==> src/rtl/mux_stream_nx1.sv <==
// Registered N-to-1 valid/ready stream multiplexer with fixed-select or
// round-robin arbitration feeding a single one-entry output register.
module mux_stream_nx1 #(
   parameter int WIDTH    = 32,
   parameter int CHANNELS = 4,
   localparam int SEL_W   = (CHANNELS > 2) ? $clog2(CHANNELS) : 1
) (
   input  logic                      clk,
   input  logic                      rst_n,
   input  logic                      mode,
   input  logic [SEL_W-1:0]          sel,
   input  logic [CHANNELS*WIDTH-1:0] in_data,
   input  logic [CHANNELS-1:0]       in_valid,
   output logic [CHANNELS-1:0]       in_ready,
   output logic [WIDTH-1:0]          out_data,
   output logic [SEL_W-1:0]          out_chan,
   output logic                      out_valid,
   input  logic                      out_ready
);

   logic [SEL_W-1:0] ptr;
   logic             load_en;
   logic             gnt_any;
   logic [SEL_W-1:0] gnt_idx;
   logic             xfer;
   logic [SEL_W-1:0] ptr_next;

   assign load_en = !out_valid || out_ready;

   always_comb begin : grant_logic
      int idx;
      idx     = 0;
      gnt_any = 1'b0;
      gnt_idx = '0;
      if (!mode) begin
         if (int'(sel) < CHANNELS && in_valid[sel]) begin
            gnt_any = 1'b1;
            gnt_idx = sel;
         end
      end else begin
         // Scan from the pointer, wrapping at CHANNELS (not at 2**SEL_W).
         for (int k = 0; k < CHANNELS; k++) begin
            idx = int'(ptr) + k;
            if (idx >= CHANNELS) idx = idx - CHANNELS;
            if (!gnt_any && in_valid[idx]) begin
               gnt_any = 1'b1;
               gnt_idx = SEL_W'(idx);
            end
         end
      end
   end

   // Reset masks ready so nothing is consumed from producers during reset.
   assign xfer     = rst_n && gnt_any && load_en;
   assign in_ready = xfer ? ({{(CHANNELS-1){1'b0}}, 1'b1} << gnt_idx) : '0;
   assign ptr_next = (gnt_idx == SEL_W'(CHANNELS-1)) ? '0 : gnt_idx + SEL_W'(1);

   always_ff @(posedge clk) begin
      if (!rst_n) begin
         out_valid <= 1'b0;
         out_data  <= '0;
         out_chan  <= '0;
         ptr       <= '0;
      end else if (xfer) begin
         out_valid <= 1'b1;
         out_data  <= in_data[int'(gnt_idx)*WIDTH +: WIDTH];
         out_chan  <= gnt_idx;
         if (mode) ptr <= ptr_next;
      end else if (out_ready) begin
         out_valid <= 1'b0;
      end
   end

endmodule
==> config.mk <==
export PLATFORM = sky130hd
export DESIGN_NAME = mux_stream_nx1
export DESIGN_NICKNAME = d
export VERILOG_FILES = /design/src/rtl/mux_stream_nx1.sv
export SDC_FILE = /design/constraint.sdc
export NUM_CORES = 1
export LEC_CHECK = 0
export BUFFER_PORTS_ARGS = -buffer_cell sky130_fd_sc_hd__clkbuf_2
export CAP_MARGIN = 5
export CORE_MARGIN = 1
export CORE_UTILIZATION = 25
export CTS_BUF_LIST = sky130_fd_sc_hd__clkbuf_16
export CTS_CLUSTER_SIZE = 40
export DETAILED_ROUTE_END_ITERATION = 10
export PLACE_DENSITY = 0.55
export SLEW_MARGIN = 20
export SYNTH_ARGS = -nofsm -noshare
export SYNTH_HDL_FRONTEND = slang
export SYNTH_SLANG_ARGS = --single-unit
==> constraint.sdc <==
create_clock -name clk -period 2.1 [get_ports clk]
set_clock_uncertainty 0.05 [all_clocks]
set_input_delay 0 -clock clk [delete_from_list [all_inputs] [get_ports clk]]
set_output_delay 0 -clock clk [all_outputs]
set_load 0.1 [all_outputs]
==> results of run 1 <==
==> flip-flops by register name, indices dropped and copies added, names as in the netlist <==
signal / count
out_chan: 2
out_data: 32
out_valid: 1
ptr: 2
==> critical path, delay by kind of cell (launching register included) <==
family | cells | cell delay [ns]
DFF | 1 | 0.34
buffers and inverters | 2 | 0.40
AOI/OAI and AO/OA | 2 | 0.41
and+or+nand+nor | 3 | 0.55
==> logic make-up (layout without fill, tap and decap cells) <==
kind of cell	count (synthesis)	in the layout	share of synthesized area, %
compound gates	41	41	15.3
xor+xnor	1	1	0.388
buf+inv	27	250	6.26
flops	37	37	32.8
mux	69	69	30.6
simple gates	62	62	14.6
==> metrics by stage <==
stage / hold slack [ns] / instances / setup slack [ns] / util [%]
2_1_floorplan: 0.133 / 237 / 0.0462 / -
6_report: -0.00492 / 568 / 0.0662 / 46.1
4_1_cts: 0.000786 / 568 / 0.0107 / 45.9
5_1_grt: 0.00335 / 568 / -0.0195 / 46.1
3_5_place_dp: 0.244 / 506 / 0.0346 / 38.1
3_3_place_gp: 0.254 / 506 / 0.0813 / 38.1
==> final timing paths <==
| path | endpoint | slack [ns] | startpoint |
|---|---|---|---|
| worst max-delay path | in_ready[2] | 0.07 | ptr[0]$_SDFFE_PN0P_ |
| worst min-delay path | out_data[31]$_SDFFE_PN0P_ | -0.005 | in_data[31] |
| worst min register to register | ptr[0]$_SDFFE_PN0P_ | 0.43 | ptr[0]$_SDFFE_PN0P_ |
| worst max register to register | out_data[18]$_SDFFE_PN0P_ | 0.23 | ptr[1]$_SDFFE_PN0P_ |
==> where the power goes <==
group	leakage, uW	switching (uW)	total, uW	internal [uW]
sequential	0.000308	53.4	862	809
combinational	0.00152	1110	1540	434
clock	0.0000738	279	706	427
==> layout make-up <==
type,count,area (um2),area share [%]
Multi-Input combinational cell,173,1430,35.5
Sequential cell,37,746,18.5
Timing Repair Buffer,238,1560,38.8
Tap cell,108,135,3.36
Clock buffer,5,125,3.11
Inverter,4,15.0,0.373
Clock inverter,3,11.3,0.280
==> routing by layer <==
| metal | vias up | track usage (%) | part of all wire, % |
|---|---|---|---|
| li1 | 1360 | - | - |
| met1 | 1235 | 18.7 | 40 |
| met2 | 121 | 32.2 | 52 |
| met3 | 18 | 4.17 | 6.2 |
| met4 | 0 | 6.31 | 2.0 |
| met5 | - | 0 | 0 |
==> Yosys cell counts, drive strengths merged, types with 2 or more instances <==
master and n:
clkbuf 8, nor2b 4, buf 15, nor2 7
inv 4, a21oi 3, nor4 2, nand2b 5
nand3 34, mux2i 68, o221ai 32, nand2 3
dfxtp 37
==> repair_timing <==
| action | CTS | global route |
|---|---|---|
| gates resized for setup | 1 | 5 |
| hold endpoints to repair | 20 | 0 |
| setup endpoints to repair | 4 | 21 |
| hold buffers | 54 | 0 |
==> reports/metrics.cfg, run 1 <==
[synth]
synth.distinct_cells=31
syn_area_um2=2260
synth.avg_cell_area_um2=9.53
async_flop_share_pct=0
yosys-top-cells-area=dfxtp_1 33%, mux2i_1 30%, o221ai_1 12%
yosysWarnings=0
synth_seq_cells=37
ys_seq_area_share_pct=32.8
synth-edff-count=0
synth_top_area_share_pct=32.8
postSynthCellCount=237
synth_nets=375
synthFlopType=dfxtp_1
yosys.area.top_type=dfxtp_1

[die]
core_area_um2=8720
dieArea_um2=9420
die_x_um=97.1
ioPinCount=177
rows=34
floorplan.die.height_um=97.1
start_util_pct=25.9

[timing]
post-route-period-util_pct=96.8
layout_min_cycle_time_ns=2.03
tns_ns=0
hold_viol_final=1
tightestPinTransition_ns=0.557
relSlewSlack_pct=63.1
drv_slew=0
holdWs_ns=-0.00492
fmax_ghz=0.492
finalSetupViolations=0

[place]
io_buffer_count=176
dp.final_hpwl_um=5290
gp_congestion=0.798
dpl-instance-area_um2=3320

[worst_setup_path]
crit_fanout=18
end_kind=output port
cp.required_ns=2.05
arrival_ns=1.98
slowest_stage=dfxtp_2
rr_worst_depth=7
critPathMaxStageDelay_ns=0.34
start_kind=flop
crit_chain=nand2b_1, a21oi_1, o31ai_4, or2_1, buf_4, nor2b_4, buf_12
critPathKind=reg -> out

[drt]
drt-initial-drc-count=90
via_per_inst=4.81
routedWlPerCell_um=14.5
drc=0
drtPass1Iterations=4
ant_nets=0
drt-total-wl_um=8220
num_vias=2734

[global_routing]
grt_max_degree=36
grt_pass1_wl_um=13400
grt_pass1_vias=2949
grt_overflow=0
grt_usage_pct=17.2
antenna_found_initial=0

[hold_path]
worstHoldPathType=in -> reg
holdPathStages=3

[run]
maxCapViolations=0

[power_and_ir_drop]
vdd_ir_drop_max_v=0.000315
p_leak_uw=0.00190
powerDensity_nw_per_um2=773
total_power_uw=3110

[clock_tree]
clock_tree.root_cell=clkbuf_16
clk_path_buf_depth=2
cts_max_level=2
post_cts.repair.setup_buffers=0
cts.sinks=37
cts_buffers=5
clk_latency_ns=0.28
path_clk_slew_ns=0.06
cts_tree=done

[outcome]
status=complete, but fails checks
violations=negative hold slack

[finish]
fin_area_um2=4020
final_common_cell=clkbuf_2
fin_nets=597
drive_gt1_share_pct=43.5
synthToLayoutAreaGrowth_pct=78.1
fillCellCount=812
antenna_cells=0
final_cell_mix=172 x clkbuf_2, 68 x mux2i_1, 54 x dlygate4sd3_1

(Power assumes the default switching activity.)
==> run 2, diff against run 1 <==
PLACE_DENSITY = 0.57   (was 0.55)
clock period = 1.8 ns   (was 2.1 ns; I/O delays follow)
==> reports/metrics.cfg, run 2 (synthesis results as in run 1) <==
[outcome]
status=complete, but fails checks
violations=negative hold slack, negative setup slack

[timing]
finalSetupViolations=10  ; +10
setup_slack_ns=-0.0650  ; -0.131 ns
hold_viol_final=6  ; +5
rsz0062_at_grt=true
fmax_ghz=0.536
tightestPinTransition_ns=0.559  ; +0.00283 ns
tns_ns=-0.234  ; -0.234 ns
post-route-period-util_pct=104
layout_min_cycle_time_ns=1.86
drv_slew=0  ; unchanged
relSlewSlack_pct=62.9  ; -0.19 points
holdWs_ns=-0.0196  ; -0.0147 ns

[power_and_ir_drop]
p_leak_uw=0.00212  ; +12%
vdd_ir_drop_max_v=0.000392  ; +25%
total_power_uw=3950  ; +27%
powerDensity_nw_per_um2=875  ; +13%

[clock_tree]
path_clk_slew_ns=0.06  ; about the same
clock_tree.root_cell=clkbuf_16
clk_latency_ns=0.27  ; about the same
cts_tree=done
cts.sinks=37  ; unchanged
cts_buffers=5  ; unchanged
cts_max_level=2  ; unchanged
clk_path_buf_depth=2  ; unchanged

[die]
core_area_um2=8720  ; unchanged
dieArea_um2=9420  ; unchanged
die_x_um=97.1  ; unchanged
floorplan.die.height_um=97.1  ; unchanged
ioPinCount=177  ; unchanged
rows=34  ; unchanged
start_util_pct=25.9  ; unchanged

[worst_setup_path]
cp.required_ns=1.75  ; -0.30 ns
start_kind=flop
crit_chain=buf_4, o21a_1, o31ai_4, nand2b_4, buf_12, nor2_4, buf_12
critPathMaxStageDelay_ns=0.35  ; about the same
arrival_ns=1.81  ; -0.17 ns
crit_top_cell=buf_12
critPathKind=reg -> out
end_kind=output port
rrSetupSlack_ns=-0.02  ; -0.25 ns
slowest_stage=dfxtp_4
crit_fanout=4  ; -14

[finish]
fin_nets=626  ; +4.9%
antenna_cells=0  ; unchanged
top_regs=out_data (32), out_chan (2), ptr (2)
fillCellCount=791  ; -2.6%
final_common_cell=clkbuf_2
largest_register_ffs=32  ; unchanged
utilization_pct=51.8  ; +5.7 points
final_cell_mix=172 x clkbuf_2, 63 x mux2i_1, 60 x dlygate4sd3_1
fin_area_um2=4520  ; +12%
synthToLayoutAreaGrowth_pct=99.9
drive_gt1_share_pct=49.3  ; +5.8 points
largest_register=out_data

[global_routing]
grt_pass1_wl_um=14000  ; +4.3%
antenna_found_initial=0  ; unchanged
grtUsageMet1_pct=19.0  ; +0.29 points
busiest_layer=met2
grt_max_degree=35  ; -2.8%
globalRouteMet2Util_pct=36.1  ; +3.9 points
grt_pass1_vias=3049  ; +3.4%
grt.met3_usage_pct=4.32  ; +0.14 points
grt_overflow=0  ; unchanged
grt_usage_pct=18.3  ; +1.1 points

[hold_path]
worstHoldPathType=in -> reg

[place]
dp.final_hpwl_um=5750  ; +8.8%
dpl-instance-area_um2=3440  ; +3.4%
gp_congestion=0.812  ; +1.7%
io_buffer_count=176  ; unchanged

[drt]
drtPass1Iterations=4  ; unchanged
via_per_inst=4.88  ; +1.3%
num_vias=2911  ; +6.5%
drt-initial-drc-count=44  ; -51%
routedWlPerCell_um=15.1  ; +4.4%
drt-total-wl_um=9020  ; +9.8%
ant_nets=0  ; unchanged
drc=0  ; unchanged

[run]
maxCapViolations=0  ; unchanged

run 2: cell types whose count changed in the layout (fill, tap and decap cells not counted), moves of 3 or more:
| cell | previous run | this run |
|---|---|---|
| buf_4 | 6 | 17 |
| buf_12 | 5 | 12 |
| dlygate4sd3_1 | 54 | 60 |
| mux2i_1 | 68 | 63 |
| mux2i_2 | 0 | 4 |
| nand2b_1 | 5 | 2 |
| nand2b_4 | 0 | 3 |
run 2: where the power goes:
part	leakage, uW	switching [uW]	internal [uW]
Combinational	0.00174	1340	659
Sequential	0.000308	67.2	943
Clock	0.0000757	344	592
run 2: timing repair:
action | in CTS | in global routing
endpoints found under the hold margin | 24 | 1
buffers inserted | 8 | 7
gates resized for setup | 9 | 22
hold buffers | 59 | 1
pin swaps | 6 | 22
cloned | 1 | 1
setup endpoints to repair | 13 | 36
run 2: final timing paths:
kind	start	to	cells after the start
worst max-delay path	ptr[1]$_SDFFE_PN0P_	in_ready[1]	7
worst min-delay path	in_data[6]	out_data[6]$_SDFFE_PN0P_	3
worst max register to register	ptr[0]$_SDFFE_PN0P_	out_data[10]$_SDFFE_PN0P_	8
worst min register to register	out_data[4]$_SDFFE_PN0P_	out_data[4]$_SDFFE_PN0P_	2
run 2: critical path: cells and delay by family (launching register included):
family                 cells  cell delay [ns]
AO/OA/AOI/OAI              2             0.49
buffers and inverters      3             0.46
flip-flops                 1             0.35
AND/OR/NAND/NOR            2             0.23
run 2: stage by stage:
stage	std cells	setup slack, ns
after floorplan	237	-0.210
after global placement	514	0.0198
after detailed placement	514	-0.0243
after CTS	590	-0.0839
after global routing	597	-0.124
final	597	-0.0650
run 2: layer usage:
metal | wire length, um | share of wire [%] | vias to the layer above
li1 | - | - | 1419
met1 | 3420 | 38 | 1350
met2 | 4890 | 54 | 124
met3 | 543 | 6.0 | 18
met4 | 164 | 1.8 | 0
met5 | 0 | 0 | -
run 2: layout make-up:
class                           count  area (um2)  share of cell area, %
Inverter                            4        15.0                  0.332
Clock buffer                        6         150                   3.32
Multi-Input combinational cell    173        1520                   33.6
Clock inverter                      2        11.3                  0.249
Timing Repair Buffer              267        1940                   42.9
Sequential cell                    37         749                   16.6
Tap cell                          108         135                   2.99
==> run 3, diff against run 2 <==
PLACE_DENSITY = 0.55   (was 0.57)
clock period = 2 ns   (was 1.8 ns; I/O delays follow)
==> reports/metrics.cfg, run 3 (synthesis results as in run 1) <==
[drt]
drc=0  ; unchanged
ant_nets=0  ; unchanged
routedWlPerCell_um=14.2  ; -5.9%
drtPass1Iterations=4  ; unchanged
via_per_inst=4.80  ; -1.5%
drt-initial-drc-count=74  ; +68%
num_vias=2814  ; -3.3%
drt-total-wl_um=8340  ; -7.6%

[clock_tree]
cts_buffers=5  ; unchanged
cts_tree=done
path_clk_slew_ns=0.06  ; about the same
cts.sinks=37  ; unchanged
cts_max_level=2  ; unchanged
clock_tree.root_cell=clkbuf_16
clk_path_buf_depth=2  ; unchanged
clk_latency_ns=0.28  ; about the same

[power_and_ir_drop]
powerDensity_nw_per_um2=808  ; -7.7%
vdd_ir_drop_max_v=0.000482  ; +23%
power_frac_clock_pct=25.0  ; +1.3 points
p_leak_uw=0.00203  ; -4.6%
intPower_uw=1950  ; -11%
total_power_uw=3480  ; -12%
p_sw_share_pct=43.9  ; -0.51 points
power_frac_comb_pct=49.0  ; -1.7 points
seq_power_share_pct=26.0  ; +0.4 points
power.switching_uw=1530  ; -13%

[global_routing]
busiest_layer=met2
grt_pass1_vias=2863  ; -6.1%
grt.met3_usage_pct=4.60  ; +0.29 points
grtUsageMet1_pct=18.4  ; -0.54 points
grt_pass1_wl_um=13200  ; -5.2%
grt_max_degree=35  ; unchanged
grt_overflow=0  ; unchanged
globalRouteMet2Util_pct=32.3  ; -3.7 points
grt_usage_pct=17.2  ; -1.1 points
antenna_found_initial=0  ; unchanged

[worst_setup_path]
arrival_ns=1.98  ; +0.17 ns
critPathKind=reg -> reg
end_kind=flop
start_kind=flop
crit_fanout=22  ; +18
cp.required_ns=2.10  ; +0.35 ns

[place]
dp_cells=508  ; -1.2%
dp.final_hpwl_um=5430  ; -5.7%
gp_congestion=0.857  ; +5.6%
io_buffer_count=176  ; unchanged

[die]
dieArea_um2=9420  ; unchanged
rows=34  ; unchanged
die_x_um=97.1  ; unchanged
start_util_pct=25.9  ; unchanged
ioPinCount=177  ; unchanged
core_area_um2=8720  ; unchanged
floorplan.die.height_um=97.1  ; unchanged

[finish]
utilization_pct=49.5  ; -2.3 points
largest_register=out_data
fillCellCount=790  ; -0.13%
largest_register_ffs=32  ; unchanged
drive_gt1_share_pct=45.4  ; -3.9 points
top_regs=out_data (32), out_chan (2), ptr (2)
fin_nets=615  ; -1.8%
final_cell_mix=172 x clkbuf_2, 67 x mux2i_1, 63 x dlygate4sd3_1
antenna_cells=0  ; unchanged
synthToLayoutAreaGrowth_pct=90.9
instances_no_fill=586  ; -1.8%
final_common_cell=clkbuf_2

[run]
maxCapViolations=0  ; unchanged

[timing]
fmax_ghz=0.532
hold_viol_final=0  ; -6
post-route-period-util_pct=94.1
drv_slew=0  ; unchanged
rsz0062_at_grt=false
layout_min_cycle_time_ns=1.88
tightestPinTransition_ns=0.560  ; +0.000203 ns
finalSetupViolations=0  ; -10
relSlewSlack_pct=62.9  ; about the same

[outcome]
status=complete, no violations

[hold_path]
worstHoldPathType=in -> reg

==> run 3: changes by cell type in the layout (fill, tap and decap cells not counted), moves of 3 or more <==
cell / change
buf_4: -7
mux2i_1: +4
buf_12: -3
dlygate4sd3_1: +3
mux2i_2: -3
==> run 3: what timing repair did <==
| action | 4_1_cts | 5_1_grt |
|---|---|---|
| hold buffers | 63 | 0 |
| setup buffers | 3 | 3 |
| endpoints found under the hold margin | 28 | 0 |
| cloned | 1 | 0 |
| pin swaps | 0 | 4 |
| resized for setup | 3 | 10 |
| setup endpoints to repair | 4 | 27 |
==> run 3: path summary, 6_finish.rpt <==
kind         depth (start not counted)                         to  slack, ns                 startpoint
max                                  8  out_data[20]$_SDFFE_PN0P_       0.12        ptr[1]$_SDFFE_PN0P_
min                                  3   out_data[2]$_SDFFE_PN0P_     0.0006                in_data[66]
max reg2reg                          8  out_data[20]$_SDFFE_PN0P_       0.12        ptr[1]$_SDFFE_PN0P_
min reg2reg                          2  out_data[22]$_SDFFE_PN0P_       0.43  out_data[22]$_SDFFE_PN0P_
==> run 3: worst max-delay path, cell delays in order (launching register included) <==
cell and delay, ns:
dfxtp_4 0.37, nand2_1 0.07, a311oi_2 0.29, nor3_2 0.07, a31o_4 0.26, buf_4 0.15
buf_12 0.16, mux2i_2 0.20, o221ai_1 0.12
==> run 3: power groups by stage <==
stage / registers, uW / clock network (uW) / logic, uW
6_report: 906 / 872 / 1710
5_1_grt: 917 / 937 / 1780
4_1_cts: 905 / 905 / 1680
3_5_place_dp: 920 / 0 / 1560
3_3_place_gp: 918 / 0 / 1550
2_1_floorplan: 1690 / 0 / 425
==> run 3: area by class of cell <==
cell class,count,area [um2],area share [%]
Timing Repair Buffer,256,1790,41.6
Multi-Input combinational cell,173,1460,33.8
Sequential cell,37,749,17.4
Tap cell,108,135,3.13
Clock buffer,5,125,2.90
Clock inverter,3,37.5,0.870
Inverter,4,15.0,0.348
==> run 3: layer usage <==
metal	up-vias	part of all wire, %
met5	-	0
met4	0	2.1
met3	17	7.8
met2	138	51
met1	1263	39
li1	1396	-
==> run 3: per-stage QoR <==
step	area (um2)	setup WS [ns]	hold slack, ns	TNS, ns
final	4310	0.119	0.000625	0
after global routing	4310	0.0119	0.00556	0
after CTS	4250	0.00545	0.000441	0
after detailed placement	3390	0.118	0.237	0
after global placement	3390	0.139	0.235	0
after floorplan	2320	-0.0104	0.133	-0.0128
